**src/rtl/m_lsu_req_if.sv**
```systemverilog
// m_lsu_req_if: word-memory request/grant/rvalid bus.
// master = load/store initiator, slave = memory.
interface m_lsu_req_if #(
  parameter int ADDR_W = 32
);
  logic              mem_req;
  logic              mem_we;
  logic [ADDR_W-1:0] mem_addr;
  logic [3:0]        mem_be;
  logic [31:0]       mem_wdata;
  logic              mem_gnt;
  logic              mem_rvalid;
  logic [31:0]       mem_rdata;

  modport master (
    output mem_req, mem_we, mem_addr,
    output mem_be, mem_wdata,
    input  mem_gnt, mem_rvalid, mem_rdata
  );

  modport slave (
    input  mem_req, mem_we, mem_addr,
    input  mem_be, mem_wdata,
    output mem_gnt, mem_rvalid, mem_rdata
  );
endinterface

```
**src/rtl/m_lsu_req.sv**
```systemverilog
// m_lsu_req: M-stage load/store initiator with sub-word alignment.
// Optional store trace with shadow memory: define LSU_STORE_TRACE_EN.
module m_lsu_req #(
  parameter int ADDR_W    = 32,
  parameter int MEM_WORDS = 3072
) (
  input  logic              clk,
  input  logic              reset,
  input  logic [31:0]       pc,
  input  logic              req_valid,
  input  logic              req_we,
  input  logic [2:0]        req_op,
  input  logic [ADDR_W-1:0] req_addr,
  input  logic [31:0]       req_wdata,
  output logic              stall,
  output logic              resp_valid,
  output logic [31:0]       resp_rdata,
  output logic              resp_err,
  m_lsu_req_if.master       bus
);

  typedef enum logic [1:0] {
    IDLE,
    REQ,
    WAIT,
    DONE
  } state_t;

  localparam logic [ADDR_W:0] LIMIT =
    (ADDR_W+1)'(MEM_WORDS * 4);

  state_t            state_q, state_d;
  logic [2:0]        op_q, op_d;
  logic              we_q, we_d;
  logic [1:0]        off_q, off_d;
  logic              busy_q, busy_d;
  logic              mreq_q, mreq_d;
  logic              mwe_q, mwe_d;
  logic [ADDR_W-1:0] maddr_q, maddr_d;
  logic [3:0]        mbe_q, mbe_d;
  logic [31:0]       mwdata_q, mwdata_d;
  logic              rvalid_q, rvalid_d;
  logic [31:0]       rdata_q, rdata_d;
  logic              err_q, err_d;

  logic              is_w, is_h, is_b;
  logic [3:0]        be_c;
  logic [31:0]       wd_c;
  logic              err_c;
  logic [31:0]       ext_c;

  function automatic logic [31:0] extract(
    input logic [2:0]  op,
    input logic [1:0]  off,
    input logic [31:0] d
  );
    logic [7:0]  b;
    logic [15:0] h;
    logic [31:0] r;
    unique case (off)
      2'd0: b = d[7:0];
      2'd1: b = d[15:8];
      2'd2: b = d[23:16];
      default: b = d[31:24];
    endcase
    h = off[1] ? d[31:16] : d[15:0];
    unique case (op)
      3'd1: r = {{16{h[15]}}, h};
      3'd2: r = {16'h0, h};
      3'd3: r = {{24{b[7]}}, b};
      3'd4: r = {24'h0, b};
      default: r = d;
    endcase
    return r;
  endfunction

  // Decode of the incoming request, used only while IDLE.
  always_comb begin
    is_w  = req_op == 3'd0;
    is_h  = req_op == 3'd1 || req_op == 3'd2;
    is_b  = req_op == 3'd3 || req_op == 3'd4;
    be_c  = 4'b0000;
    wd_c  = req_wdata;
    err_c = {1'b0, req_addr} >= LIMIT;
    unique case (1'b1)
      is_w: begin
        be_c  = 4'b1111;
        err_c = err_c | (req_addr[1:0] != 2'b00);
      end
      is_h: begin
        be_c  = req_addr[1] ? 4'b1100 : 4'b0011;
        wd_c  = {2{req_wdata[15:0]}};
        err_c = err_c | req_addr[0];
      end
      is_b: begin
        be_c = 4'b0001 << req_addr[1:0];
        wd_c = {4{req_wdata[7:0]}};
      end
      default: err_c = 1'b1;
    endcase
  end

  assign ext_c = extract(op_q, off_q, bus.mem_rdata);

  always_comb begin
    state_d  = state_q;
    op_d     = op_q;
    we_d     = we_q;
    off_d    = off_q;
    busy_d   = busy_q;
    mreq_d   = mreq_q;
    mwe_d    = mwe_q;
    maddr_d  = maddr_q;
    mbe_d    = mbe_q;
    mwdata_d = mwdata_q;
    rvalid_d = 1'b0;
    rdata_d  = rdata_q;
    err_d    = err_q;
    unique case (state_q)
      IDLE: begin
        if (req_valid) begin
          op_d  = req_op;
          we_d  = req_we;
          off_d = req_addr[1:0];
          if (err_c) begin
            state_d  = DONE;
            rvalid_d = 1'b1;
            rdata_d  = '0;
            err_d    = 1'b1;
          end else begin
            state_d  = REQ;
            busy_d   = 1'b1;
            mreq_d   = 1'b1;
            mwe_d    = req_we;
            maddr_d  = {req_addr[ADDR_W-1:2], 2'b00};
            mbe_d    = be_c;
            mwdata_d = wd_c;
          end
        end
      end
      REQ: begin
        if (bus.mem_gnt) begin
          mreq_d = 1'b0;
          if (we_q || bus.mem_rvalid) begin
            state_d  = DONE;
            busy_d   = 1'b0;
            rvalid_d = 1'b1;
            rdata_d  = we_q ? '0 : ext_c;
            err_d    = 1'b0;
          end else begin
            state_d = WAIT;
          end
        end
      end
      WAIT: begin
        if (bus.mem_rvalid) begin
          state_d  = DONE;
          busy_d   = 1'b0;
          rvalid_d = 1'b1;
          rdata_d  = ext_c;
          err_d    = 1'b0;
        end
      end
      default: state_d = IDLE;
    endcase
  end

  always_ff @(posedge clk or posedge reset) begin
    if (reset) begin
      state_q  <= IDLE;
      op_q     <= '0;
      we_q     <= 1'b0;
      off_q    <= '0;
      busy_q   <= 1'b0;
      mreq_q   <= 1'b0;
      mwe_q    <= 1'b0;
      maddr_q  <= '0;
      mbe_q    <= '0;
      mwdata_q <= '0;
      rvalid_q <= 1'b0;
      rdata_q  <= '0;
      err_q    <= 1'b0;
    end else begin
      state_q  <= state_d;
      op_q     <= op_d;
      we_q     <= we_d;
      off_q    <= off_d;
      busy_q   <= busy_d;
      mreq_q   <= mreq_d;
      mwe_q    <= mwe_d;
      maddr_q  <= maddr_d;
      mbe_q    <= mbe_d;
      mwdata_q <= mwdata_d;
      rvalid_q <= rvalid_d;
      rdata_q  <= rdata_d;
      err_q    <= err_d;
    end
  end

  // Gated by reset so the pipeline is released the instant reset hits.
  assign stall = ~reset &
    (busy_q | (state_q == IDLE && req_valid));

  assign resp_valid    = rvalid_q;
  assign resp_rdata    = rdata_q;
  assign resp_err      = err_q;
  assign bus.mem_req   = mreq_q;
  assign bus.mem_we    = mwe_q;
  assign bus.mem_addr  = maddr_q;
  assign bus.mem_be    = mbe_q;
  assign bus.mem_wdata = mwdata_q;

`ifdef LSU_STORE_TRACE_EN
  localparam int IW = $clog2(MEM_WORDS);

  logic [31:0]       shadow [MEM_WORDS];
  logic [31:0]       pc_q;
  logic [ADDR_W-1:0] addr_q;
  logic [31:0]       merged;
  logic [IW-1:0]     widx;
  logic              st_fire;

  assign widx    = addr_q[IW+1:2];
  assign st_fire = state_q == REQ && we_q && bus.mem_gnt;

  always_comb begin
    merged = shadow[widx];
    for (int i = 0; i < 4; i++)
      if (mbe_q[i]) merged[8*i +: 8] = mwdata_q[8*i +: 8];
  end

  always_ff @(posedge clk or posedge reset) begin
    if (reset) begin
      pc_q   <= '0;
      addr_q <= '0;
      for (int i = 0; i < MEM_WORDS; i++)
        shadow[i] <= '0;
    end else begin
      if (state_q == IDLE && req_valid) begin
        pc_q   <= pc;
        addr_q <= req_addr;
      end
      if (st_fire) begin
        shadow[widx] <= merged;
        $display("%d@%h: *%h <= %h",
                 $time, pc_q, addr_q, merged);
      end
    end
  end
`else
  logic unused_pc;
  assign unused_pc = ^pc;
`endif

endmodule

```
**src/flat_wrapper.sv**
```systemverilog
// flat-port wrapper written by rule: the top's interface ports become plain ports
module m_lsu_req_flat 
#(
  parameter int ADDR_W    = 32,
  parameter int MEM_WORDS = 3072
)
  (clk, reset, pc, req_valid, req_we, req_op, req_addr, req_wdata, stall, resp_valid, resp_rdata, resp_err, bus_mem_req, bus_mem_we, bus_mem_addr, bus_mem_be, bus_mem_wdata, bus_mem_gnt, bus_mem_rvalid, bus_mem_rdata);
  m_lsu_req_if #(.ADDR_W(ADDR_W)) bus_i ();
  input  logic clk;
  input  logic reset;
  input  logic [31:0] pc;
  input  logic req_valid;
  input  logic req_we;
  input  logic [2:0] req_op;
  input  logic [ADDR_W-1:0] req_addr;
  input  logic [31:0] req_wdata;
  output logic stall;
  output logic resp_valid;
  output logic [31:0] resp_rdata;
  output logic resp_err;
  output wire logic [$bits(bus_i.mem_req)-1:0] bus_mem_req;
  output wire logic [$bits(bus_i.mem_we)-1:0] bus_mem_we;
  output wire logic [$bits(bus_i.mem_addr)-1:0] bus_mem_addr;
  output wire logic [$bits(bus_i.mem_be)-1:0] bus_mem_be;
  output wire logic [$bits(bus_i.mem_wdata)-1:0] bus_mem_wdata;
  input wire logic [$bits(bus_i.mem_gnt)-1:0] bus_mem_gnt;
  input wire logic [$bits(bus_i.mem_rvalid)-1:0] bus_mem_rvalid;
  input wire logic [$bits(bus_i.mem_rdata)-1:0] bus_mem_rdata;
  assign bus_mem_req = bus_i.mem_req;
  assign bus_mem_we = bus_i.mem_we;
  assign bus_mem_addr = bus_i.mem_addr;
  assign bus_mem_be = bus_i.mem_be;
  assign bus_mem_wdata = bus_i.mem_wdata;
  assign bus_i.mem_gnt = bus_mem_gnt;
  assign bus_i.mem_rvalid = bus_mem_rvalid;
  assign bus_i.mem_rdata = bus_mem_rdata;
  m_lsu_req #(.ADDR_W(ADDR_W), .MEM_WORDS(MEM_WORDS)) u_core (.clk(clk), .reset(reset), .pc(pc), .req_valid(req_valid), .req_we(req_we), .req_op(req_op), .req_addr(req_addr), .req_wdata(req_wdata), .stall(stall), .resp_valid(resp_valid), .resp_rdata(resp_rdata), .resp_err(resp_err), .bus(bus_i));
endmodule
```
**config.mk**
```make
export PLATFORM = sky130hd
export DESIGN_NAME = m_lsu_req_flat
export DESIGN_NICKNAME = d
export VERILOG_FILES = /design/src/rtl/m_lsu_req_if.sv /design/src/rtl/m_lsu_req.sv /design/src/flat_wrapper.sv
export SDC_FILE = /design/constraint.sdc
export NUM_CORES = 1
export LEC_CHECK = 0
export BUFFER_PORTS_ARGS = -buffer_cell sky130_fd_sc_hd__buf_4
export CORE_MARGIN = 1
export CORE_UTILIZATION = 23
export CTS_CLUSTER_SIZE = 16
export DETAILED_ROUTE_END_ITERATION = 8
export GPL_TIMING_DRIVEN = 1
export PLACE_DENSITY = 0.43
export SLEW_MARGIN = 20
export SYNTH_ARGS = -nofsm -noshare
export SYNTH_HDL_FRONTEND = slang
export SYNTH_SLANG_ARGS = --single-unit
export TNS_END_PERCENT = 30
```
**constraint.sdc**
```tcl
create_clock -name clk -period 7.65 [get_ports clk]
set_input_delay 0.765 -clock clk [delete_from_list [all_inputs] [get_ports clk]]
set_output_delay 0.765 -clock clk [all_outputs]
set_load 0.01 [all_outputs]
```
==> results of run 1 <==
[layer usage]
layer  vias to the layer above  global-route usage  part of all wire
li1                       2180                   -                 -
met1                      2292               0.185              0.44
met2                       186               0.228              0.46
met3                        18              0.0451             0.084
met4                         0              0.0570             0.020
met5                         -                   0                 0
[placed cells by master (no fill, tap or decap), drive strengths merged, types with 7 or more instances in the layout]
cell type / n
mux2i: 27
nor2: 55
inv: 14
a21oi: 25
nor3: 10
mux2: 40
a22oi: 8
o21ai: 49
o31ai: 19
o22ai: 9
buf: 214
nand2: 25
dfrtp: 111
o221ai: 9
clkbuf: 9
nor2b: 19
mux4: 7
[power groups by stage]
| stage | clock (mW) | combinational (mW) | sequential (mW) |
|---|---|---|---|
| 2_1_floorplan | 0 | 0.577 | 0.700 |
| 3_3_place_gp | 0 | 0.779 | 0.740 |
| 3_5_place_dp | 0 | 0.798 | 0.744 |
| 4_1_cts | 0.485 | 0.800 | 0.732 |
| 5_1_grt | 0.505 | 0.875 | 0.745 |
| 6_report | 0.466 | 0.792 | 0.733 |
[worst max-delay path, cell delays in order]
cell and delay [ns]:
buf_4 0.11, a211oi_1 0.51, o2111ai_1 0.45, nor3_2 0.21, buf_4 0.32, or2_1 0.64, buf_4 0.35, mux2_2 0.37
[logic make-up (layout without fill, tap and decap cells)]
| kind of cell | Yosys count | after routing | synth area share |
|---|---|---|---|
| xor gates and xnor gates | 3 | 3 | 0.00485 |
| AOI/OAI and AO/OA | 137 | 137 | 0.156 |
| muxes | 74 | 74 | 0.164 |
| adders and majority gates | 4 | 4 | 0.00924 |
| buffers and inverters | 49 | 242 | 0.0425 |
| and+or+nand+nor | 125 | 125 | 0.109 |
| DFF | 111 | 111 | 0.513 |
| other | 1 | 2 | 0.000693 |
[area by class of cell]
cell class | count | share of cell area
flip-flops and latches | 111 | 0.369
well taps | 313 | 0.0520
inverters | 12 | 0.00632
clock inverters | 7 | 0.00748
clock buffers | 9 | 0.0299
multi-input cells | 345 | 0.322
repair buffers | 214 | 0.213
[per-stage QoR]
step	hold slack (ns)	setup WS, ns	power, mW	cells
after CTS	0.507	4.05	2.02	1011
final	0.500	4.14	1.99	1011
after detailed placement	0.488	3.67	1.54	995
after global placement	0.485	3.75	1.52	995
after global routing	0.522	3.89	2.13	1011
after floorplan	0.487	3.95	1.28	505
[flip-flops by register name, summed over array words and instances, names as in the netlist, 2 cells and up]
signal	count
u_core.op_q	3
u_core.state_q	2
u_core.bus.mem_be	4
u_core.bus.mem_wdata	32
u_core.bus.mem_addr	30
u_core.off_q	2
u_core.resp_rdata	32
[path summary, 6_finish.rpt]
kind                                      start                       to  cells past startpoint
max in group asynchronous                 reset     u_core.bus.mem_be[2]                      3
max                                req_addr[13]     u_core.resp_rdata[4]                      8
max reg2reg                   u_core.state_q[1]  u_core.bus.mem_wdata[1]                      6
min reg2reg                u_core.bus.mem_be[0]     u_core.bus.mem_be[0]                      1
min in group asynchronous                 reset              u_core.we_q                      2
min                        u_core.bus.mem_be[0]     u_core.bus.mem_be[0]                      1
==> results_dict.tcl, run 1 <==
set metrics [dict create \
    place_hpwl_mm 12.8 \
    synth_cells 504 \
    final_hold_viol_count 0 \
    synth_ff_type "dfrtp_1" \
    drc 0 \
    core_area_sq_mm 0.0228 \
    cts_buffers 9 \
    grt_pass1_wl_mm 27.1 \
    comb_power_share 0.398 \
    grt_start_max_net_pins 74 \
    seq_area_sq_mm 0.00278 \
    setup_viol 0 \
    maxSlewHeadroom 0.411 \
    postLayoutCellArea_sq_mm 0.00753 \
    grt_usage 0.145 \
    synth_top_area_frac 0.513 \
    wl_mm 17.5 \
    globalplace.congestion 0.817 \
    r2r_slack_ns 4.59 \
    rsz0062_at_grt "no" \
    critPathCaptureType "flop" \
    power_leakage_nw 3.73 \
    area_growth_pct 39.0 \
    critPathLaunchType "input port" \
    hp-class "flop to flop" \
    postCtsSetupRepairBufs 0 \
    path_max_fanout 28 \
    synth_edf_count 0 \
    multi_input_area_sq_mm 0.00242 \
    cap_violations 0 \
    num_rows 55 \
    cts_hold_buf 0 \
    synth_seq_cells 111 \
    syn_avg_cell_area_sq_um 10.7 \
    drtIter0Drc 173 \
    cts_sinks 111 \
    postCtsResizedCells 0 \
    fin_util 0.329 \
    synthTopCellsByCount "dfrtp_1, nor2_1, o21ai_0" \
    insertion_delay_ns 0.36 \
    synth_area_sq_mm 0.00541 \
    clock_path_buffers 2 \
    drive_above_1_share 0.407 \
    p_switching_uw 782 \
    tns_ns 0 \
    worstPathArrival_ns 3.75 \
    vias 4676 \
    dr.pass1.iters 4 \
    fp.dieH_um 155 \
    crit_required_ns 7.89 \
    wl_per_cell_um 17.3 \
    peakVddDrop_v 0.000134 \
    ys_warn_count 0 \
    grt_pass1_vias 4775 \
    dieArea_sq_mm 0.0242 \
    start_util 0.237 \
    synth_area_leaders "dfrtp_1, mux2_2, mux2i_1" \
    portBuffers 207 \
    period_minus_slack_ns 3.51 \
    synth_cell_types 45 \
    power_frac_clock 0.234 \
    viasPerCell 4.63 \
    ios 242 \
    worst_slew_pin_slew_ns 0.883 \
    drtAntennaViolNets 0 \
    fmax_ghz 0.285 \
    p_seq_frac 0.368 \
    critPathKind "input port to flop" \
    num_antenna_cells 0 \
    nFillCells 2408 \
    sw_frac_of_total 0.393 \
    status "finished clean" \
    cts_max_level 3 \
    cts_tree "done" \
    antenna_found_initial 0 \
    clk_pin_slew_worst_paths_ns 0.08 \
    die_w_um 155 \
    placed_cell_area_sq_mm 0.00724 \
    timing.final.crit_share 0.459 \
    cell_internal_pwr_mw 1.21 \
    ys_async_sr_fraction 1.00 \
    maxSlewViolCount 0 \
    cts-root-buf "clkbuf_16" \
    seq_area_frac_synth 0.513 \
    fin_nets 834 \
    power.density_mw_per_mm2 264 \
    finalClockSkew_ns 0.00651 \
    yosysTopAreaCell "dfrtp_1" \
    grt_remaining_overflow 0 \
    synth.most_common_cell "dfrtp_1" \
]
Note: power is estimated with default switching activity, not from simulation.
==> run 2: changes to the inputs <==
--- a/config.mk
+++ b/config.mk
@@ -5,6 +5,7 @@
 export SDC_FILE = /design/constraint.sdc
 export NUM_CORES = 1
 export LEC_CHECK = 0
+export ABC_AREA = 1
 export BUFFER_PORTS_ARGS = -buffer_cell sky130_fd_sc_hd__buf_4
 export CORE_MARGIN = 1
 export CORE_UTILIZATION = 23
==> constraint.sdc (replaced) <==
create_clock -name clk -period 3.2 [get_ports clk]
set_input_delay 0.32 -clock clk [delete_from_list [all_inputs] [get_ports clk]]
set_output_delay 0.32 -clock clk [all_outputs]
set_load 0.01 [all_outputs]
==> run 2 against run 1 <==
Effect of this change: sequential share of layout area down 4.0 points; combinational power increased to 3.3 times the previous value; die area increased by 16%; clock-buffer cell count unchanged; critical path depth fell by 1; cell area increased by 12%; critical path type is now flop to output pin; critical endpoint is now stall; largest cell class is now multi-input combinational cells; largest power group unchanged; highest routed layer is now met5.
==> results_dict.tcl, run 2 <==
set metrics [dict create \
    status "finished clean" \
    synth_top_area_frac 0.440 \
    clk_pin_slew_worst_paths_ns 0.09 \
    portBuffers 207 \
    grt_pass1_vias 6185 \
    maxSlewHeadroom 0.369 \
    ys_async_sr_fraction 1.00 \
    grt_remaining_overflow 0 \
    fmax_ghz 0.423 \
    insertion_delay_ns 0.36 \
    synth_area_leaders "dfrtp_1, nand2_1, nand3_1" \
    startpoint "u_core.state_q[1]" \
    num_antenna_cells 0 \
    num_rows 60 \
    power_leakage_nw 5.10 \
    reg2reg_depth 9 \
    dieArea_sq_mm 0.0281 \
    r2r_slack_ns 0.99 \
    viasPerCell 4.37 \
    rsz0062_at_grt "no" \
    timing.final.crit_share 0.739 \
    die_w_um 168 \
    routed-wl-met3_mm 1.80 \
    maxSlewViolCount 0 \
    synth_ff_type "dfrtp_1" \
    grt_start_max_net_pins 55 \
    finalClockSkew_ns 0.0194 \
    worstPathArrival_ns 2.04 \
    drc 0 \
    cts_sinks 111 \
    synth_area_sq_mm 0.00632 \
    grt_pass1_wl_mm 33.7 \
    period_minus_slack_ns 2.36 \
    routed.top_layer "met5" \
    drtIter0Drc 363 \
    seq_area_frac_synth 0.440 \
    grt_usage 0.153 \
    critPathCaptureType "output pin" \
    path_max_fanout 12 \
    sw_frac_of_total 0.458 \
    timing.rr.end "u_core.resp_rdata[31]" \
    final_cell_mix "nand2_1, buf_4, dfrtp_1" \
    synth_cells 921 \
    p_seq_frac 0.310 \
    syn_avg_cell_area_sq_um 6.86 \
    seq_area_sq_mm 0.00278 \
    power_frac_clock 0.219 \
    p_switching_mw 2.52 \
    synthTopCellsByCount "nand2_1, dfrtp_1, inv_1" \
    globalplace.congestion 0.861 \
    dpl_worst_slack_ns 0.638 \
    fp.dieH_um 168 \
    area_growth_pct 33.5 \
    placed_cell_area_sq_mm 0.00812 \
    cap_violations 0 \
    synth_cell_types 32 \
    core_area_sq_mm 0.0270 \
    cts_hold_buf 0 \
    multi_input_area_sq_mm 0.00287 \
    ys_warn_count 0 \
    comb_power_share 0.471 \
    met2WireLength_mm 9.91 \
    wl_per_cell_um 14.8 \
    drtAntennaViolNets 0 \
    cell_internal_pwr_mw 2.99 \
    reg2reg_from "u_core.off_q[1]" \
    cts_max_level 3 \
    postCtsResizedCells 0 \
    worst_slew_pin_slew_ns 0.946 \
    synth.most_common_cell "nand2_1" \
    critPathKind "flop to output pin" \
    fin_nets 1247 \
    crit_end "stall" \
    antenna_found_initial 1 \
    clock_path_buffers 2 \
    final_hold_viol_count 0 \
    critPathLaunchType "flop" \
    peakVddDrop_v 0.000284 \
    hp-class "input port to asynchronous set/reset pin" \
    dr.pass1.iters 4 \
    synth_edf_count 0 \
    wl_mm 21.5 \
    m1WireLength_mm 9.51 \
    synth_seq_cells 111 \
    yosysTopAreaCell "dfrtp_1" \
    layout_commonest_cell "nand2_1" \
    postLayoutCellArea_sq_mm 0.00843 \
    cts_buffers 9 \
    postCtsSetupRepairBufs 0 \
    cts-root-buf "clkbuf_16" \
    ios 242 \
    vias 6342 \
    nFillCells 3025 \
    crit_required_ns 2.88 \
    drive_above_1_share 0.236 \
    power.density_mw_per_mm2 653 \
    start_util 0.234 \
    tns_ns 0 \
    setup_viol 0 \
    cts_tree "done" \
    place_hpwl_mm 15.8 \
    setup_ws_ns 0.837 \
]
## run 2: cell count changes after synthesis, moves of 20 or more
cell | before | now
nand2_1 | 25 | 432
inv_1 | 12 | 90
nand3_1 | 1 | 70
mux2_2 | 37 | 0
o21ai_0 | 48 | 15
mux2i_1 | 27 | 0
nand4_1 | 0 | 20
## run 2: worst min-delay path by stage
stage	startpoint	to	slack, ns
final	reset	u_core.bus.mem_req	0.14
after global routing	req_addr[7]	u_core.bus.mem_addr[7]	0.13
after CTS	req_addr[10]	u_core.bus.mem_addr[10]	0.13
after detailed placement	u_core.bus.mem_addr[27]	u_core.bus.mem_addr[27]	0.45
after global placement	u_core.bus.mem_addr[30]	u_core.bus.mem_addr[30]	0.45
after floorplan	req_addr[10]	u_core.bus.mem_addr[10]	0.43
## run 2: power groups by stage
stage	Sequential, mW	Combinational, mW	Clock [mW]
after global placement	1.74	2.63	0
after global routing	1.73	2.96	1.32
after detailed placement	1.73	2.63	0
final	1.70	2.59	1.21
after floorplan	1.71	1.96	0
after CTS	1.71	2.64	1.27
## run 2: critical path: stages, from the launching register on
cell,delay (ns)
dfrtp_1,0.41
inv_1,0.10
ha_1,0.41
nand2_1,0.32
inv_1,0.20
nor2_1,0.06
nor2_1,0.08
buf_4,0.12
## run 2: metal layers
layer	vias to the layer above	global-route usage
met2	194	0.251
met5	-	0
met1	2931	0.193
li1	3196	-
met3	19	0.0527
met4	2	0.0331
## run 2: layout make-up
| class | instances | share of cell area |
|---|---|---|
| well taps | 341 | 0.0506 |
| flip-flops and latches | 111 | 0.329 |
| multi-input cells | 662 | 0.341 |
| clock buffers | 9 | 0.0267 |
| clock inverters | 7 | 0.0108 |
| inverters | 105 | 0.0472 |
| repair buffers | 217 | 0.195 |
## run 2: metrics by stage
stage,total power [mW],hold WS [ns],utilization,std cells
floorplan,3.66,0.430,-,922
global placement,4.36,0.451,0.301,1436
global route,6.01,0.132,0.313,1452
finish,5.51,0.141,0.313,1452
CTS,5.62,0.125,0.313,1452
detailed placement,4.37,0.454,0.301,1436
## run 2: logic make-up (layout without fill, tap and decap cells)
group,Yosys count,after routing,share of synthesized area
AOI/OAI and AO/OA,60,60,0.0517
adders and majority gates,4,4,0.00792
buffers and inverters,149,338,0.106
DFF,111,111,0.440
other,1,2,0.000594
and+or+nand+nor,596,596,0.394
==> run 3: changes to the inputs <==
==> constraint.sdc (replaced) <==
create_clock -name clk -period 1.93 [get_ports clk]
set_input_delay 0.193 -clock clk [delete_from_list [all_inputs] [get_ports clk]]
set_output_delay 0.193 -clock clk [all_outputs]
set_load 0.01 [all_outputs]
==> run 3 against run 2 <==
Effect of this change: register-to-register slack worse by 0.89 ns; clock-buffer cell count stayed put; hold slack worse by 0.13 ns; clock skew barely moved; sequential share of layout area fell by 1.4 points; critical path type is now flop to flop; highest routed layer is now met4.
==> results_dict.tcl, run 3 (synthesized netlist as in run 2, its figures left out) <==
set metrics [dict create \
    status "finished clean" \
    worstPathCellList "ha_1 > inv_2 > o22ai_1 > or2_1 > a21oi_4 > buf_12 > nand2_4 > buf_12 > nand2_1 > nand2_1" \
    reg2reg_from "u_core.state_q[0]" \
    placed_cell_area_sq_mm 0.00839 \
    vias 6496 \
    insertion_delay_ns 0.37 \
    rsz0062_at_grt "yes" \
    whs_ns 0.0157 \
    cts_buffers 9 \
    fp.dieH_um 168 \
    dr.pass1.iters 5 \
    hp-class "input port to flop" \
    drtAntennaViolNets 0 \
    peakVddDrop_v 0.000448 \
    seq_area_sq_mm 0.00278 \
    start_util 0.234 \
    drc 0 \
    ios 242 \
    core_area_sq_mm 0.0270 \
    setup_viol 0 \
    drtIter0Drc 366 \
    layout_commonest_cell "nand2_1" \
    clk_pin_slew_worst_paths_ns 0.09 \
    cell_internal_pwr_mw 5.48 \
    cts-root-buf "clkbuf_16" \
    hold_start "req_addr[10]" \
    power_frac_clock 0.203 \
    antenna_found_initial 0 \
    period_minus_slack_ns 1.83 \
    num_antenna_cells 0 \
    viasPerCell 4.39 \
    finalClockSkew_ns 0.0197 \
    wl_mm 21.6 \
    globalplace.congestion 0.852 \
    maxSlewViolCount 0 \
    p_switching_mw 4.34 \
    postLayoutCellArea_sq_mm 0.00880 \
    drive_above_1_share 0.259 \
    comb_power_share 0.512 \
    cp_num_buf_inv 3 \
    die_w_um 168 \
    critPathKind "flop to flop" \
    grt_pass1_vias 6208 \
    grt_remaining_overflow 0 \
    num_rows 60 \
    clock_path_buffers 2 \
    fin_nets 1276 \
    worst_slew_pin_slew_ns 0.541 \
    grt_start_max_net_pins 89 \
    p_total_mw 9.82 \
    final_hold_viol_count 0 \
    p_seq_frac 0.285 \
    final_cell_mix "nand2_1, buf_4, dfrtp_1" \
    cap_violations 0 \
    nFillCells 2924 \
    grt_pass1_wl_mm 34.2 \
    worstPathArrival_ns 2.07 \
    wl_per_cell_um 14.6 \
    worst_path_max_delay_cell "dfrtp_1" \
    area_growth_pct 39.4 \
    power.density_mw_per_mm2 1120 \
    sw_frac_of_total 0.442 \
    crit_required_ns 2.17 \
    cts_tree "done" \
    portBuffers 207 \
    critPathMaxStageDelay_ns 0.41 \
    startpoint "u_core.state_q[0]" \
    power_leakage_nw 5.27 \
    grt_usage 0.155 \
    path_max_fanout 21 \
    dieArea_sq_mm 0.0281 \
    critPathLaunchType "flop" \
    fin_util 0.327 \
    place_hpwl_mm 15.9 \
    fmax_ghz 0.546 \
    multi_input_area_sq_mm 0.00289 \
    critPathCaptureType "flop" \
    maxSlewHeadroom 0.640 \
    cts_max_level 3 \
    cts_sinks 111 \
    path_delay_family "simple AND/OR/NAND/NOR gates" \
    timing.final.crit_share 0.948 \
]
run 3: cell count changes in the layout (fill, tap and decap cells not counted), moves of 2 or more:
cell and delta:
inv_1 -5, inv_2 +5, inv_6 -2, dlygate4sd3_1 +5, buf_4 +14, buf_12 +10
run 3: path summary, 6_finish.rpt:
kind,to,slack (ns),depth (start not counted)
worst max-delay path,u_core.resp_rdata[3],0.1,10
min in group asynchronous,u_core.bus.mem_req,0.49,4
max in group asynchronous,u_core.resp_rdata[15],0.98,4
worst min register to register,u_core.bus.mem_addr[27],0.47,2
worst max register to register,u_core.resp_rdata[3],0.1,10
worst min-delay path,u_core.bus.mem_addr[10],0.02,3
run 3: final cells by class:
type	instances	area share
inverter	105	0.0452
clock inverter	7	0.00967
sequential	111	0.316
timing repair buffer	246	0.227
tap	341	0.0485
clock buffer	9	0.0256
multi-input combinational	662	0.329
run 3: power by group through the flow:
stage	logic (mW)	registers (mW)	clock network, mW
detailed placement	4.89	2.83	0
CTS	4.96	2.79	2.09
global route	5.68	2.83	2.19
global placement	4.86	2.84	0
finish	5.03	2.80	2.00
floorplan	3.25	2.83	0
run 3: what timing repair did:
action | in CTS | in global routing
resized for setup | 4 | 9
hold buffers | 4 | 1
endpoints found under the setup margin | 1 | 35
setup buffers | 0 | 1
endpoints found under the hold margin | 27 | 1
run 3: layer usage:
layer	track usage	routed length, um	part of all wire
met5	0	0	0
met1	0.209	10100	0.47
met3	0.0461	1550	0.072
met2	0.245	9760	0.45
met4	0.0295	134	0.0062
run 3: worst register-to-register path: cells and delay by family, from the launching register on:
kind / cells / cell delay [ns]
DFF: 1 / 0.41
AOI/OAI and AO/OA: 2 / 0.24
buffers and inverters: 3 / 0.38
and+or+nand+nor: 4 / 0.46
adders and majority gates: 1 / 0.23
run 3: per-stage QoR:
stage | cells | TNS [ns] | worst slack [ns]
global route | 1481 | -0.0470 | -0.0205
global placement | 1459 | -1.48 | -0.0551
finish | 1481 | 0 | 0.0999
detailed placement | 1459 | -1.87 | -0.0539
floorplan | 922 | 0 | 0.0957
CTS | 1479 | -0.0225 | -0.0225
